[config.mk]
export PLATFORM = sky130hd
export DESIGN_NAME = apb_timer_flat
export DESIGN_NICKNAME = d
export VERILOG_FILES = /design/src/rtl/apb_timer_if.sv /design/src/rtl/apb_timer.sv /design/src/flat_wrapper.sv
export SDC_FILE = /design/constraint.sdc
export NUM_CORES = 1
export LEC_CHECK = 0
export BUFFER_PORTS_ARGS = -buffer_cell sky130_fd_sc_hd__buf_4
export CORE_ASPECT_RATIO = 0.6
export CORE_UTILIZATION = 45
export CTS_BUF_LIST = sky130_fd_sc_hd__clkbuf_8
export DETAILED_ROUTE_END_ITERATION = 8
export GPL_TIMING_DRIVEN = 1
export PLACE_DENSITY_LB_ADDON = 0.15
export RECOVER_POWER = 100
export SLEW_MARGIN = 20
export SYNTH_ARGS = -nofsm -noshare
export SYNTH_HDL_FRONTEND = slang
export SYNTH_SLANG_ARGS = --single-unit
[constraint.sdc]
create_clock -name clk -period 4.3 [get_ports clk]
set_clock_uncertainty 0.05 [all_clocks]
set_input_delay 0.86 -clock clk [delete_from_list [all_inputs] [get_ports clk]]
set_output_delay 0.86 -clock clk [all_outputs]
set_load 0.03 [all_outputs]
[src/rtl/apb_timer_if.sv]
// APB bus bundle for the timer slave.
// Signals: PSEL, PENABLE, PWRITE, PADDR[31:0] and PWDATA[31:0] travel from
// master to slave. PRDATA[31:0] and PREADY travel from slave to master.
// The master modport drives the request side and the slave modport drives
// the response side.
interface apb_timer_if;
    logic        PSEL;
    logic        PENABLE;
    logic        PWRITE;
    logic [31:0] PADDR;
    logic [31:0] PWDATA;
    logic [31:0] PRDATA;
    logic        PREADY;

    modport master (
        output PSEL, PENABLE, PWRITE, PADDR, PWDATA,
        input  PRDATA, PREADY
    );

    modport slave (
        input  PSEL, PENABLE, PWRITE, PADDR, PWDATA,
        output PRDATA, PREADY
    );
endinterface

[src/rtl/apb_timer.sv]
// 32-bit APB timer. It has a programmable prescaler, a compare match with a
// sticky MATCH status bit, and a level interrupt.
// Ports:
//   clk - system clock. All state updates on the rising edge.
//   rst - asynchronous, active-high reset.
//   apb - APB slave port: PSEL, PENABLE, PWRITE, PADDR, PWDATA, PRDATA, PREADY.
//         Only PADDR[4:2] is decoded. Writes have zero wait states.
//         Reads insert one wait state.
//   irq - level interrupt, equal to STATUS.MATCH & CTRL.IRQ_EN.
// Register map (PADDR[4:2]):
//   0 CTRL     - bit0 EN, bit1 AUTO_RELOAD, bit2 IRQ_EN
//   1 PRESCALE - [PRESCALE_W-1:0]
//   2 COMPARE  - [31:0]
//   3 COUNT    - [31:0]
//   4 STATUS   - bit0 MATCH, write 1 to clear
//   5-7        - read as zero, writes ignored
module apb_timer #(
    parameter int          PRESCALE_W  = 16,
    parameter logic [31:0] COMPARE_RST = 32'hFFFF_FFFF
) (
    input  logic       clk,
    input  logic       rst,
    apb_timer_if.slave apb,
    output logic       irq
);
    localparam logic [2:0] ADDR_CTRL     = 3'd0;
    localparam logic [2:0] ADDR_PRESCALE = 3'd1;
    localparam logic [2:0] ADDR_COMPARE  = 3'd2;
    localparam logic [2:0] ADDR_COUNT    = 3'd3;
    localparam logic [2:0] ADDR_STATUS   = 3'd4;

    logic                  en_reg, en_next;
    logic                  auto_reload_reg, auto_reload_next;
    logic                  irq_en_reg, irq_en_next;
    logic [PRESCALE_W-1:0] prescale_reg, prescale_next;
    logic [PRESCALE_W-1:0] presc_cnt_reg, presc_cnt_next;
    logic [31:0]           compare_reg, compare_next;
    logic [31:0]           count_reg, count_next;
    logic                  match_reg, match_next;
    logic [31:0]           prdata_reg, prdata_next;
    logic                  rd_pend_reg, rd_pend_next;

    logic [2:0]  addr;
    logic        access;
    logic        wr_en;
    logic        rd_first;
    logic        tick;
    logic        hit;
    logic        wr_ctrl, wr_prescale, wr_compare, wr_count, wr_status;
    logic [31:0] rdata;
    logic        unused_paddr;

    assign addr         = apb.PADDR[4:2];
    assign unused_paddr = ^{apb.PADDR[31:5], apb.PADDR[1:0]};

    assign access   = apb.PSEL & apb.PENABLE;
    assign wr_en    = access & apb.PWRITE;
    // A read is sampled only in its first access cycle. The following
    // cycle completes it.
    assign rd_first = access & ~apb.PWRITE & ~rd_pend_reg;

    assign wr_ctrl     = wr_en & (addr == ADDR_CTRL);
    assign wr_prescale = wr_en & (addr == ADDR_PRESCALE);
    assign wr_compare  = wr_en & (addr == ADDR_COMPARE);
    assign wr_count    = wr_en & (addr == ADDR_COUNT);
    assign wr_status   = wr_en & (addr == ADDR_STATUS);

    assign tick = en_reg & (presc_cnt_reg == prescale_reg);
    assign hit  = tick & (count_reg == compare_reg);

    // Read mux. It is sampled into prdata_reg, so nothing here reaches PRDATA
    // combinationally.
    always_comb begin
        rdata = 32'd0;
        case (addr)
            ADDR_CTRL:     rdata = {29'd0, irq_en_reg, auto_reload_reg, en_reg};
            ADDR_PRESCALE: rdata = 32'(prescale_reg);
            ADDR_COMPARE:  rdata = compare_reg;
            ADDR_COUNT:    rdata = count_reg;
            ADDR_STATUS:   rdata = {31'd0, match_reg};
            default:       rdata = 32'd0;
        endcase
    end

    always_comb begin
        en_next          = en_reg;
        auto_reload_next = auto_reload_reg;
        irq_en_next      = irq_en_reg;
        prescale_next    = prescale_reg;
        presc_cnt_next   = presc_cnt_reg;
        compare_next     = compare_reg;
        count_next       = count_reg;
        match_next       = match_reg;
        prdata_next      = prdata_reg;
        rd_pend_next     = rd_first;

        if (rd_first) begin
            prdata_next = rdata;
        end

        // A COUNT write restarts the prescale period so the written value
        // lasts a full period.
        if (wr_count) begin
            presc_cnt_next = '0;
        end else if (en_reg) begin
            presc_cnt_next = tick ? '0 : presc_cnt_reg + 1'b1;
        end

        // A written COUNT overrides the tick update in the same cycle.
        if (wr_count) begin
            count_next = apb.PWDATA;
        end else if (hit) begin
            if (auto_reload_reg) begin
                count_next = 32'd0;
            end
        end else if (tick) begin
            count_next = count_reg + 32'd1;
        end

        // A match set takes priority over a write-1-to-clear in the same cycle.
        if (hit) begin
            match_next = 1'b1;
        end else if (wr_status && apb.PWDATA[0]) begin
            match_next = 1'b0;
        end

        // A CTRL write wins over the one-shot auto-clear of EN.
        if (wr_ctrl) begin
            en_next          = apb.PWDATA[0];
            auto_reload_next = apb.PWDATA[1];
            irq_en_next      = apb.PWDATA[2];
        end else if (hit && !auto_reload_reg) begin
            en_next = 1'b0;
        end

        if (wr_prescale) begin
            prescale_next = apb.PWDATA[PRESCALE_W-1:0];
        end
        if (wr_compare) begin
            compare_next = apb.PWDATA;
        end
    end

    always_ff @(posedge clk or posedge rst) begin
        if (rst) begin
            en_reg          <= 1'b0;
            auto_reload_reg <= 1'b0;
            irq_en_reg      <= 1'b0;
            prescale_reg    <= '0;
            presc_cnt_reg   <= '0;
            compare_reg     <= COMPARE_RST;
            count_reg       <= 32'd0;
            match_reg       <= 1'b0;
            prdata_reg      <= 32'd0;
            rd_pend_reg     <= 1'b0;
        end else begin
            en_reg          <= en_next;
            auto_reload_reg <= auto_reload_next;
            irq_en_reg      <= irq_en_next;
            prescale_reg    <= prescale_next;
            presc_cnt_reg   <= presc_cnt_next;
            compare_reg     <= compare_next;
            count_reg       <= count_next;
            match_reg       <= match_next;
            prdata_reg      <= prdata_next;
            rd_pend_reg     <= rd_pend_next;
        end
    end

    // PREADY is held low while reset is asserted, so an aborted transfer
    // never completes.
    assign apb.PREADY = ~rst & (wr_en | (access & ~apb.PWRITE & rd_pend_reg));
    assign apb.PRDATA = prdata_reg;
    assign irq        = match_reg & irq_en_reg;
endmodule

[src/flat_wrapper.sv]
// flat-port wrapper written by rule: the top's interface ports become plain ports
module apb_timer_flat 
#(
    parameter int          PRESCALE_W  = 16,
    parameter logic [31:0] COMPARE_RST = 32'hFFFF_FFFF
)
  (clk, rst, irq, apb_PSEL, apb_PENABLE, apb_PWRITE, apb_PADDR, apb_PWDATA, apb_PRDATA, apb_PREADY);
  apb_timer_if apb_i ();
  input  logic clk;
  input  logic rst;
  output logic irq;
  input wire logic [$bits(apb_i.PSEL)-1:0] apb_PSEL;
  input wire logic [$bits(apb_i.PENABLE)-1:0] apb_PENABLE;
  input wire logic [$bits(apb_i.PWRITE)-1:0] apb_PWRITE;
  input wire logic [$bits(apb_i.PADDR)-1:0] apb_PADDR;
  input wire logic [$bits(apb_i.PWDATA)-1:0] apb_PWDATA;
  output wire logic [$bits(apb_i.PRDATA)-1:0] apb_PRDATA;
  output wire logic [$bits(apb_i.PREADY)-1:0] apb_PREADY;
  assign apb_i.PSEL = apb_PSEL;
  assign apb_i.PENABLE = apb_PENABLE;
  assign apb_i.PWRITE = apb_PWRITE;
  assign apb_i.PADDR = apb_PADDR;
  assign apb_i.PWDATA = apb_PWDATA;
  assign apb_PRDATA = apb_i.PRDATA;
  assign apb_PREADY = apb_i.PREADY;
  apb_timer #(.PRESCALE_W(PRESCALE_W), .COMPARE_RST(COMPARE_RST)) u_core (.clk(clk), .rst(rst), .apb(apb_i), .irq(irq));
endmodule
==> impl_metrics.json <==
{
  "status": "complete, but fails checks",
  "violations": "max-capacitance violations, max-slew violations",
  "cp.required_ns": 4.62,
  "grtUsageMet1_pct": 39.37,
  "area_delta_synth_final_pct": 14.09,
  "power.density_mw_per_mm2": 453.6,
  "yosys-top-cells-area": "dfrtp_1, dfstp_2, mux2_2",
  "portBuffers": 73,
  "pwr-share-seq_pct": 47.3,
  "antenna_found_initial": 0,
  "ff2ff_setup_slack_ns": 0.99,
  "cp-start-kind": "input port",
  "cts_resized": 0,
  "hold_viol_final": 0,
  "core_sq_mm": 0.01541,
  "crit_path_end_kind": "flip-flop",
  "timing.final.ws_setup_ns": 0.7593,
  "fmax_mhz": 282.4,
  "setup_tns_ns": 0,
  "gp_congestion": 0.8830,
  "grt_util_all_layers_pct": 26.46,
  "ff_latch_area_sq_mm": 0.003368,
  "yosys.cell_types.count": 52,
  "cap_violations": 3,
  "grt_max_degree": 72,
  "fillers": 1443,
  "first_iter_violations": 434,
  "drive_gt1_share_pct": 22.65,
  "grtUsageMet3_pct": 7.798,
  "switchingPower_w": 0.001197,
  "seq_area_frac_synth_pct": 47.24,
  "p_int_w": 0.002494,
  "cts_setup_buffers": 0,
  "syn-cell-area_sq_mm": 0.007131,
  "met2_usage_pct": 36.38,
  "slew_headroom_pct": -23.05,
  "rr_worst_depth": 8,
  "syn-num-nets": 783,
  "ys_ff_latch": 133,
  "path_max_fanout": 17,
  "yosys.area.top_type": "dfrtp_1",
  "worstHoldStart": "u_core.apb.PRDATA[0]$_DFFE_PP0P_",
  "fin_area_sq_mm": 0.008135,
  "slowest_stage": "and2_0",
  "period_share_pct": 82.34,
  "n_antenna_cell": 0,
  "dp_worst_setup_slack_ns": 1.240,
  "h-tree-depth": 4,
  "grt.overflow.total": 0,
  "synth_ff_type": "dfrtp_1",
  "die_area_sq_mm": 0.01637,
  "grt.busiest_layer": "met1",
  "max_stage_delay_ns": 1.00,
  "drtPass1Iterations": 5,
  "ctsHoldBuffers": 0,
  "synth-async-reset-ratio_pct": 100.0,
  "die_y_um": 99.51,
  "yosys_warnings": 0,
  "route.detailed.drc": 0,
  "setup_violations": 0,
  "hpwl_um": 14240,
  "hold_path.class": "flip-flop to flip-flop",
  "synth_edf_count": 0,
  "fin_crit_ns": 3.541,
  "num_rows": 35,
  "postRouteAntennaNets": 0,
  "maxSlewViolCount": 171,
  "vias": 5844,
  "arrival_ns": 3.86,
  "start_util_pct": 46.26,
  "whs_endpoint": "u_core.apb.PRDATA[0]$_DFFE_PP0P_",
  "grt_pass1_wl_um": 31950,
  "cpMostUsedCell": "clkbuf_1",
  "r2r-start": "u_core.compare_reg[1]$_DFFE_PP1P_",
  "rr_endpoint": "u_core.count_reg[24]$_DFFE_PP0P_",
  "whs_path_depth": 2,
  "swShare_pct": 32.43,
  "cts_root_buf": "clkbuf_8",
  "multi_input_area_sq_mm": 0.003568,
  "p_clk_share_pct": 32.0,
  "ctsLongestPathBuffers": 2,
  "clk_pin_slew_ns": 0.08,
  "syn_area_per_cell_sq_um": 10.01,
  "synthCells": 712,
  "viasPerCell": 5.909,
  "insertion_delay_ns": 0.46,
  "numClockSinks": 133,
  "rsz0062_at_grt": "false",
  "worst_pin_slew_ns": 1.846,
  "dpl-instance-area_sq_mm": 0.007861,
  "pwr-share-comb_pct": 20.8,
  "cts_tree": "yes",
  "synth_commonest_cells": "dfrtp_1, nand2_1, mux2_2",
  "leakage_nw": 3.495,
  "critPathKind": "input port to flip-flop",
  "nets": 844,
  "die_x_um": 164.5,
  "synth_most_common_cell": "dfrtp_1",
  "grt_pass1_vias": 5662,
  "yosysTopAreaCellShare_pct": 35.44,
  "num_io_pins": 103,
  "post_drt_wl_per_cell_um": 20.59,
  "numCtsBuffers": 17,
  "vdd_drop_max_mv": 0.2269,
  "path_cells": "clkbuf_1 -> and4b_1 -> and2_0 -> clkbuf_1 -> mux2_2",
  "wirelength_um": 20370
}
==> stage by stage <==
stage / hold WS, ns / util (%) / total power (W) / cells
2_1_floorplan: 0.4359 / - / 0.002257 / 712
3_3_place_gp: 0.4145 / 51.00 / 0.002527 / 957
3_5_place_dp: 0.4251 / 51.00 / 0.002558 / 957
4_1_cts: 0.4432 / 53.86 / 0.003741 / 989
5_1_grt: 0.4681 / 52.78 / 0.003869 / 989
6_report: 0.4348 / 52.78 / 0.003690 / 989
==> cell usage in the layout, fill, tap and decap left out, types with 6 or more instances in the layout <==
master / Yosys / routed
nand3_1: 29 / 29
nand2_1: 99 / 99
xor2_1: 55 / 55
nor3_1: 9 / 9
a21o_1: 6 / 6
buf_4: 0 / 42
a22oi_1: 15 / 15
o211ai_1: 21 / 21
dfrtp_1: 101 / 101
nand4_1: 12 / 12
a31oi_1: 8 / 8
clkbuf_1: 35 / 42
clkbuf_8: 0 / 19
dfstp_2: 32 / 32
nor2_1: 43 / 43
mux2_2: 63 / 63
nor4_1: 11 / 11
or3_1: 16 / 16
o21ai_0: 41 / 41
mux2i_1: 16 / 16
a21oi_1: 20 / 20
==> worst max-delay path by stage <==
stage                                                  from                                   end  slack, ns  depth (start not counted)
after detailed placement                       apb_PADDR[2]  u_core.presc_cnt_reg[14]$_DFFE_PP0P_       1.24                          5
after floorplan                                apb_PADDR[4]  u_core.presc_cnt_reg[15]$_DFFE_PP0P_       1.64                          9
after global routing                           apb_PADDR[4]    u_core.compare_reg[28]$_DFFE_PP1P_       0.67                          5
after CTS                 u_core.compare_reg[1]$_DFFE_PP1P_      u_core.count_reg[15]$_DFFE_PP0P_       1.30                          8
final                                          apb_PADDR[4]     u_core.compare_reg[1]$_DFFE_PP1P_       0.76                          5
after global placement                         apb_PADDR[2]  u_core.presc_cnt_reg[14]$_DFFE_PP0P_       1.28                          5
==> power by group through the flow <==
stage / clock network (W) / registers, W / logic (W)
4_1_cts: 0.00120 / 0.00174 / 0.000802
3_3_place_gp: 0 / 0.00174 / 0.000783
6_report: 0.00118 / 0.00174 / 0.000767
2_1_floorplan: 0 / 0.00175 / 0.000511
3_5_place_dp: 0 / 0.00176 / 0.000798
5_1_grt: 0.00125 / 0.00178 / 0.000848
==> critical path: cells and delay by family <==
family | cells | cell delay [ns]
mux | 1 | 0.43
buf+inv | 2 | 1.14
simple gates | 2 | 1.42
==> routing by layer <==
metal,share of wire (%),vias up,wire length [um]
li1,-,2676,-
met1,48,2855,9683
met2,41,284,8373
met3,9.7,29,1978
met4,1.6,0,331
met5,0,-,0
==> kinds of logic (layout without fill, tap and decap cells) <==
kind of cell,Yosys count,after routing,synth area share (%)
and+or+nand+nor,254,254,17.21
DFF,133,133,47.24
AOI/OAI and AO/OA,132,132,11.97
muxes,82,82,13.14
xor gates and xnor gates,60,60,7.370
buffers and inverters,49,123,2.720
adders and majority gates,2,2,0.3509
==> area by class of cell <==
cell class                 instances  share of cell area, %
sequential                       133                  41.40
inverter                           5                 0.2461
clock buffer                      19                  3.214
clock inverter                    13                  2.215
tap                              203                  3.122
timing repair buffer              86                  5.937
multi-input combinational        530                  43.86
No activity file was read; power rests on OpenSTA's default activity.
